`config.mk`:
```
export PLATFORM = sky130hd
export DESIGN_NAME = sensor_sw_debounce
export DESIGN_NICKNAME = d
export VERILOG_FILES = /design/src/rtl/sensor_sw_debounce_pkg.sv /design/src/rtl/sensor_sw_debounce_ch.sv /design/src/rtl/sensor_sw_debounce.sv
export SDC_FILE = /design/constraint.sdc
export NUM_CORES = 1
export LEC_CHECK = 0
export CORE_ASPECT_RATIO = 1.25
export CORE_MARGIN = 8
export CORE_UTILIZATION = 41
export CTS_BUF_LIST = sky130_fd_sc_hd__clkbuf_4
export CTS_CLUSTER_DIAMETER = 150
export DETAILED_ROUTE_END_ITERATION = 8
export GPL_TIMING_DRIVEN = 0
export PLACE_DENSITY_LB_ADDON = 0.12
export SLEW_MARGIN = 20
export SYNTH_ARGS = -nofsm -noshare
export SYNTH_HDL_FRONTEND = slang
export SYNTH_SLANG_ARGS = --single-unit
export TNS_END_PERCENT = 10
```
`constraint.sdc`:
```
create_clock -name clk -period 2.5 [get_ports clk]
set_input_delay 0.25 -clock clk [delete_from_list [all_inputs] [get_ports clk]]
set_output_delay 0.25 -clock clk [all_outputs]
set_load 0.01 [all_outputs]
```
`src/rtl/sensor_sw_debounce_pkg.sv`:
```
// Shared constants and types for the four-channel sensor switch debouncer.
package sensor_sw_debounce_pkg;

  localparam int unsigned NUM_SW = 4;

  // Channel positions within the sw / sw_db / sw_chg vectors
  localparam int unsigned CH_CT = 0;
  localparam int unsigned CH_CL = 1;
  localparam int unsigned CH_OT = 2;
  localparam int unsigned CH_OL = 3;

  typedef enum logic {
    StIdle,
    StPending
  } ch_state_e;

endpackage

```
`src/rtl/sensor_sw_debounce_ch.sv`:
```
// One debounce channel: two-flop synchroniser, stability counter, debounced bit and change strobe.
module sensor_sw_debounce_ch
  import sensor_sw_debounce_pkg::*;
#(
  parameter int unsigned STABLE_CYCLES = 1000000,
  parameter int unsigned CNT_W         = 20
) (
  input  logic clk_i,
  input  logic rst_i,
  input  logic sw_i,
  output logic sw_db_o,
  output logic sw_chg_o,
  output logic pending_o
);

  localparam logic [CNT_W-1:0] CntMax = CNT_W'(STABLE_CYCLES - 1);

  logic             s1_q, s2_q;
  logic             db_q, db_d;
  logic             chg_q, chg_d;
  logic [CNT_W-1:0] cnt_q, cnt_d;
  ch_state_e        state;

  always_ff @(posedge clk_i) begin
    if (rst_i) begin
      s1_q  <= 1'b0;
      s2_q  <= 1'b0;
      db_q  <= 1'b0;
      chg_q <= 1'b0;
      cnt_q <= '0;
    end else begin
      s1_q  <= sw_i;
      s2_q  <= s1_q;
      db_q  <= db_d;
      chg_q <= chg_d;
      cnt_q <= cnt_d;
    end
  end

  // State is implied by whether the synchronised input disagrees with the accepted level.
  always_comb begin
    state = (s2_q != db_q) ? StPending : StIdle;
    db_d  = db_q;
    chg_d = 1'b0;
    cnt_d = '0;
    unique case (state)
      StIdle: begin
        cnt_d = '0;
      end
      StPending: begin
        if (cnt_q == CntMax) begin
          db_d  = s2_q;
          chg_d = 1'b1;
          cnt_d = '0;
        end else begin
          cnt_d = cnt_q + CNT_W'(1);
        end
      end
      default: begin
        cnt_d = '0;
      end
    endcase
  end

  assign sw_db_o   = db_q;
  assign sw_chg_o  = chg_q;
  // A counter left non-zero after a revert still counts as unsettled until it clears.
  assign pending_o = (state == StPending) || (cnt_q != '0);

endmodule

```
`src/rtl/sensor_sw_debounce.sv`:
```
// Four-channel switch debouncer; instantiates one channel per switch and forms settled.
module sensor_sw_debounce
  import sensor_sw_debounce_pkg::*;
#(
  parameter int unsigned STABLE_CYCLES = 1000000,
  parameter int unsigned CNT_W         = 20
) (
  input  logic              clk,
  input  logic              rst,
  input  logic [NUM_SW-1:0] sw,
  output logic [NUM_SW-1:0] sw_db,
  output logic [NUM_SW-1:0] sw_chg,
  output logic              settled
);

  logic [NUM_SW-1:0] pending;

  for (genvar i = 0; i < NUM_SW; i++) begin : g_ch
    sensor_sw_debounce_ch #(
      .STABLE_CYCLES (STABLE_CYCLES),
      .CNT_W         (CNT_W)
    ) u_ch (
      .clk_i     (clk),
      .rst_i     (rst),
      .sw_i      (sw[i]),
      .sw_db_o   (sw_db[i]),
      .sw_chg_o  (sw_chg[i]),
      .pending_o (pending[i])
    );
  end

  assign settled = ~|pending;

endmodule

```
## Yosys cells after proc, flatten, opt, wreduce, memory -nomap -nowiden

Cells that the tools add are included.

| storage, ports and cells | value |
|---|---|
| input bits | 6 |
| logic and storage cells | 70 |
| register bits after elaboration | 96 |

| cells by class | value |
|---|---|
| muxes and demuxes | 16 |
| $add $sub $neg | 4 |
| reductions and logical operators | 18 |
| bitwise operators | 4 |
| equality and inequality tests | 8 |

Operators with widths:

| cell | number |
|---|---|
| case mux 20 bit (2 select lines) | 4 |
| adder 20 x 1 -> 20 bit (second input constant) | 4 |
| equality test 20 bit (second input constant) | 4 |
| 2-to-1 mux 20 bit | 4 |
| nonzero test 20 bit | 4 |
| 2-to-1 mux 1 bit | 8 |
| AND reduction 2 bit | 4 |
| OR reduction 2 bit | 4 |
| logical OR 1 bit | 4 |
| inequality test 1 bit | 4 |
| inverter 1 bit | 4 |
| OR reduction 4 bit | 1 |
| zero test 1 bit | 1 |

## Longest topological paths before layout

| depth | value |
|---|---|
| word-level depth | 5 |
| gate-level depth with buffers | 7 |

## Modules after synthesis

Synthesis repeated with hierarchy kept, for this count alone.

| second synthesis, totals | value |
|---|---|
| cell total of the unflattened synthesis | 517 |
| area total of the unflattened synthesis | 4812.1 um^2 |

Modules (own cells, without submodules):

| module | cells each | instances | area an instance (um^2) |
|---|---|---|---|
| sensor_sw_debounce_ch | 129 | 4 | 1199.9 |
| sensor_sw_debounce | 1 | 1 | 12.5 |

## Worst setup path after synthesis

OpenSTA, ideal clock, no wires.

| timing path | value |
|---|---|
| path kind | reg2reg |
| start point | reg g_ch[2].u_ch.cnt_q[0] |
| end point | reg g_ch[2].u_ch.cnt_q[18] |
| arrival time | 1887 ps |
| cell stages (with the launch flop) | 7 |
| required time | 2430 ps |
| library setup time | 70 ps |
| setup slack | 542 ps |
| cells stage by stage | dfxtp_1 -> ha_1 -> nand2_1 -> or4_1 -> clkbuf_1 -> or4_1 -> a21oi_1 |

| between the ends | value |
|---|---|
| longest elaborated chain between the ends | 3 |
| elaborated cells between the ends (all ways) | 4 |

RTL lines:

| element | line | text |
|---|---|---|
| from (decl) | sensor_sw_debounce_ch.sv:21 | `logic [CNT_W-1:0] cnt_q, cnt_d;` |
| from (signal assigned) | sensor_sw_debounce_ch.sv:36 | `cnt_q <= cnt_d;` |
| adder 20 x 1 -> 20 bit or equality test 20 bit (tied branches) | sensor_sw_debounce_ch.sv:56, sensor_sw_debounce_ch.sv:51 |  |
| 2-to-1 mux 20 bit * | sensor_sw_debounce_ch.sv:51 | `if (cnt_q == CntMax) begin` |
| case mux 20 bit (2 select lines) * | sensor_sw_debounce_ch.sv:46 | `unique case (state)` |

Every way passes the cells marked *; elsewhere a longest branch is shown, timed or not.
A chain may end at the register's enable or synchronous reset.

## Worst setup path in the final report

| timing path | value |
|---|---|
| start point | reg g_ch[1].u_ch.cnt_q[7] |
| end point | out settled |

| between the ends | value |
|---|---|
| longest elaborated chain between the ends | 4 |

RTL lines:

| element | line | text |
|---|---|---|
| from (decl) | sensor_sw_debounce_ch.sv:21 |  |
| from (signal assigned) | sensor_sw_debounce_ch.sv:36 |  |
| nonzero test 20 bit | sensor_sw_debounce_ch.sv:68 | `assign pending_o = (state == StPending) \|\| (cnt_q != '0);` |
| logical OR 1 bit | sensor_sw_debounce_ch.sv:68 |  |
| OR reduction 4 bit | sensor_sw_debounce.sv:32 | `assign settled = ~\|pending;` |
| zero test 1 bit | sensor_sw_debounce.sv:32 |  |
| to (decl) | sensor_sw_debounce.sv:13 | `output logic settled` |

Every way passes these cells.

==> run metrics <==
Gate Count Post-Synth=just over 500; Diodes inserted=0; Post-Syn Area=between 0.004 and 0.005 mm^2; 1st-pass router iterations=4; Vias=3678; Psw=~0.00056 W; Post-synth EDFFs=0; Syn. warnings=0; critical path's slowest cell=or4_4; most common cell after layout, fill and taps aside=dfxtp_1; routability cong.=between 0.7 and 0.8; Netlist cell types=33; via/cell ratio=around 5.4; final WL=between 9000 and 10000 um; Root Buffer=clkbuf_4; Worst Hold Class=input pin to flop; Hold Buf Count CTS=0; sequential cell area fraction in the yosys report=between 40% and 50%; vias in the first global route=~3400; HP Start=sw[3]; final net count=~560; area added between synthesis and finish=13.6%; Pwr per Cell Area=just over 500 mW/mm^2; RR Endpoint=g_ch[2].u_ch.cnt_q[18]; first-pass GRT wire length=16600 um; Slew Viols, Final=0; Max-Cap Viols=0; placed insts=roughly 660; FMAX=0.398 GHz; M1 wire length=4680 um; H-tree levels=3; status=finished with violations; pin count of the biggest net entering global routing=15; Iter 0 DRT Violations=~120; crit path cell chain=or4_4 -> nor4_2 -> nand4_1 -> nor4_4 -> buf_2; Final ANT Viol Nets=0; final worst path period share=100%; setup violators final=1; flop2flop setup slack=just under 0.3 ns; commonest non-fill, non-tap cells in the layout=dfxtp_1, nor2_1, xnor2_1; initial antenna violation count=0; Die W=roughly 110 um; Crit Path Class=flop to primary output; final worst slack=-0.0100 ns; crit start category=flop; Yosys reg bits=96; WP data required=~2.3 ns; wire length on met3=between 150 and 200 um; CTS tree=done; sequential power share=60.5%; Worst R2R Start=g_ch[2].u_ch.cnt_q[0]; Detail Placement HPWL=between 6000 and 7000 um; sw frac=around 22%; FP Rows=42; clock sink count=96; critical path arrival=about 2.3 ns; Remaining DRCs=0; Slew headroom=between 50% and 60%; crit path capture type=primary output; metal2 WL=~4800 um; Setup TNS=-0.0100 ns; Hold Path End=g_ch[3].u_ch.s1_q; clock buffer depth=2; IO buf count=14; Worst IR Drop VDD=around 0.31 mV; Leak=between 1.5 and 2 nW; Wirelength per Cell=14.4 um; CTS buffer count=9; Finished Layout Cells=between 600 and 700; hold depth=2; Post-Syn Nets=530; Internal Power=0.00198 W; top routing layer in use=met4; average size of a mapped cell=8.48 um^2; Total GRT Usage=around 14%; skew final=0.00767 ns; die height=roughly 130 um; final hold violation count=0; Starting Density=around two fifths; top-level I/O count=15; async set or reset register ratio after synthesis=0%; FF-to-FF path depth=6; clk_lat worst skew=0.45 ns; area of the core=around 0.011 mm^2; logic gate share of total power=between 2 and 2.5%; Clk pin slew, worst setup/hold paths=~0.15 ns; full die area=around 0.014 mm^2; failing checks=setup timing; worst slew pin tran=0.595 ns; RSZ-0062 raised after global routing=yes; worst-path maximum fanout=2; CP peak stage delay=0.55 ns; min Tclk post-route=roughly 2.5 ns; ys flop type=dfxtp_1; share of layout cells above drive strength 1=under 10%; Hold Slack=0.325 ns; Clock power frac=37.1%; global route overflow=0
[area by class of cell]
class                   instances  area, um^2
plain buffers                  26         133
clock buffers                  11        82.6
clock inverters                 5        71.3
fillers                      1080        5540
inverters                      29         109
multi-input cells             365        2290
flip-flops and latches         96        1940
well taps                     132         165
repair buffers                 20         180
[synthesized netlist by cell type, types with 8 or more instances]
| library cell | n | area (um^2) |
|---|---|---|
| nor2_1 | 59 | 221 |
| nand2_1 | 22 | 82.6 |
| o31ai_1 | 11 | 82.6 |
| nand3_1 | 33 | 165 |
| a21oi_1 | 31 | 155 |
| nor4_1 | 23 | 144 |
| clkbuf_1 | 14 | 52.6 |
| nor3_1 | 10 | 50.1 |
| and3_1 | 10 | 62.6 |
| xor2_1 | 15 | 131 |
| nand4_1 | 16 | 100 |
| ha_1 | 8 | 100 |
| inv_1 | 29 | 109 |
| xnor2_1 | 34 | 298 |
| or3_1 | 21 | 131 |
| buf_4 | 8 | 60.1 |
| nor2b_1 | 9 | 56.3 |
| dfxtp_1 | 96 | 1920 |
| or4_1 | 19 | 143 |
| o21ai_0 | 21 | 105 |
[worst max-delay path, delay by kind of cell (launching register included)]
kind,cells,cell delay [ns]
buffers and inverters,1,0.19
DFF,1,0.37
and+or+nand+nor,4,1.26
[flip-flops by register name (all words and copies together), names as in the netlist]
name / count
g_ch.u_ch.cnt_q: 80
g_ch.u_ch.s1_q: 4
g_ch.u_ch.s2_q: 4
g_ch.u_ch.sw_chg_o: 4
g_ch.u_ch.sw_db_o: 4
[cells by family (layout without fill, tap and decap cells)]
logic type / Yosys count / in the layout / synth area share, %
and+or+nand+nor: 242 / 242 / 30.1
DFF: 96 / 96 / 43.9
AOI/OAI and AO/OA: 66 / 66 / 8.35
buffers and inverters: 55 / 91 / 5.52
xor gates and xnor gates: 49 / 49 / 9.81
adders and majority gates: 8 / 8 / 2.29
[per-layer routing]
layer	GRT usage (%)	up-vias
met2	22.9	31
met5	0	-
met1	18.0	1759
met4	6.86	0
li1	-	1877
met3	2.35	11
[how the worst max path moves through the flow]
| stage | from | end | depth (start not counted) |
|---|---|---|---|
| after floorplan | g_ch[2].u_ch.cnt_q[0] | g_ch[2].u_ch.cnt_q[18] | 6 |
| after global placement | g_ch[1].u_ch.cnt_q[11] | settled | 5 |
| after detailed placement | g_ch[2].u_ch.cnt_q[7] | settled | 5 |
| after CTS | g_ch[0].u_ch.cnt_q[8] | settled | 5 |
| after global routing | g_ch[0].u_ch.cnt_q[8] | settled | 5 |
| final | g_ch[1].u_ch.cnt_q[7] | settled | 5 |
[what timing repair did]
action,CTS,global route
setup endpoints to repair,1,2
buffers inserted,4,2
gates resized for setup,18,9
endpoints found under the hold margin,0,0
pin swaps,4,4
[through the flow]
step / area, um^2 / utilization, % / worst slack [ns] / total power [W]
after global placement: 4680 / 44.5 / -0.167 / 0.00163
after detailed placement: 4680 / 44.5 / -0.149 / 0.00163
final: 4970 / 47.3 / -0.0100 / 0.00254
after CTS: 4900 / 46.7 / -0.190 / 0.00256
after floorplan: 4380 / - / 0.542 / 0.00161
after global routing: 4970 / 47.3 / -0.125 / 0.00264
[power groups by stage]
stage | combinational (W) | clock (W) | sequential (W)
after floorplan | 0.0000311 | 0 | 0.00158
after global placement | 0.0000565 | 0 | 0.00158
after detailed placement | 0.0000573 | 0 | 0.00158
after CTS | 0.0000567 | 0.000965 | 0.00154
after global routing | 0.0000659 | 0.00103 | 0.00154
final | 0.0000594 | 0.000945 | 0.00154
No activity file was read; power rests on OpenSTA's default activity.
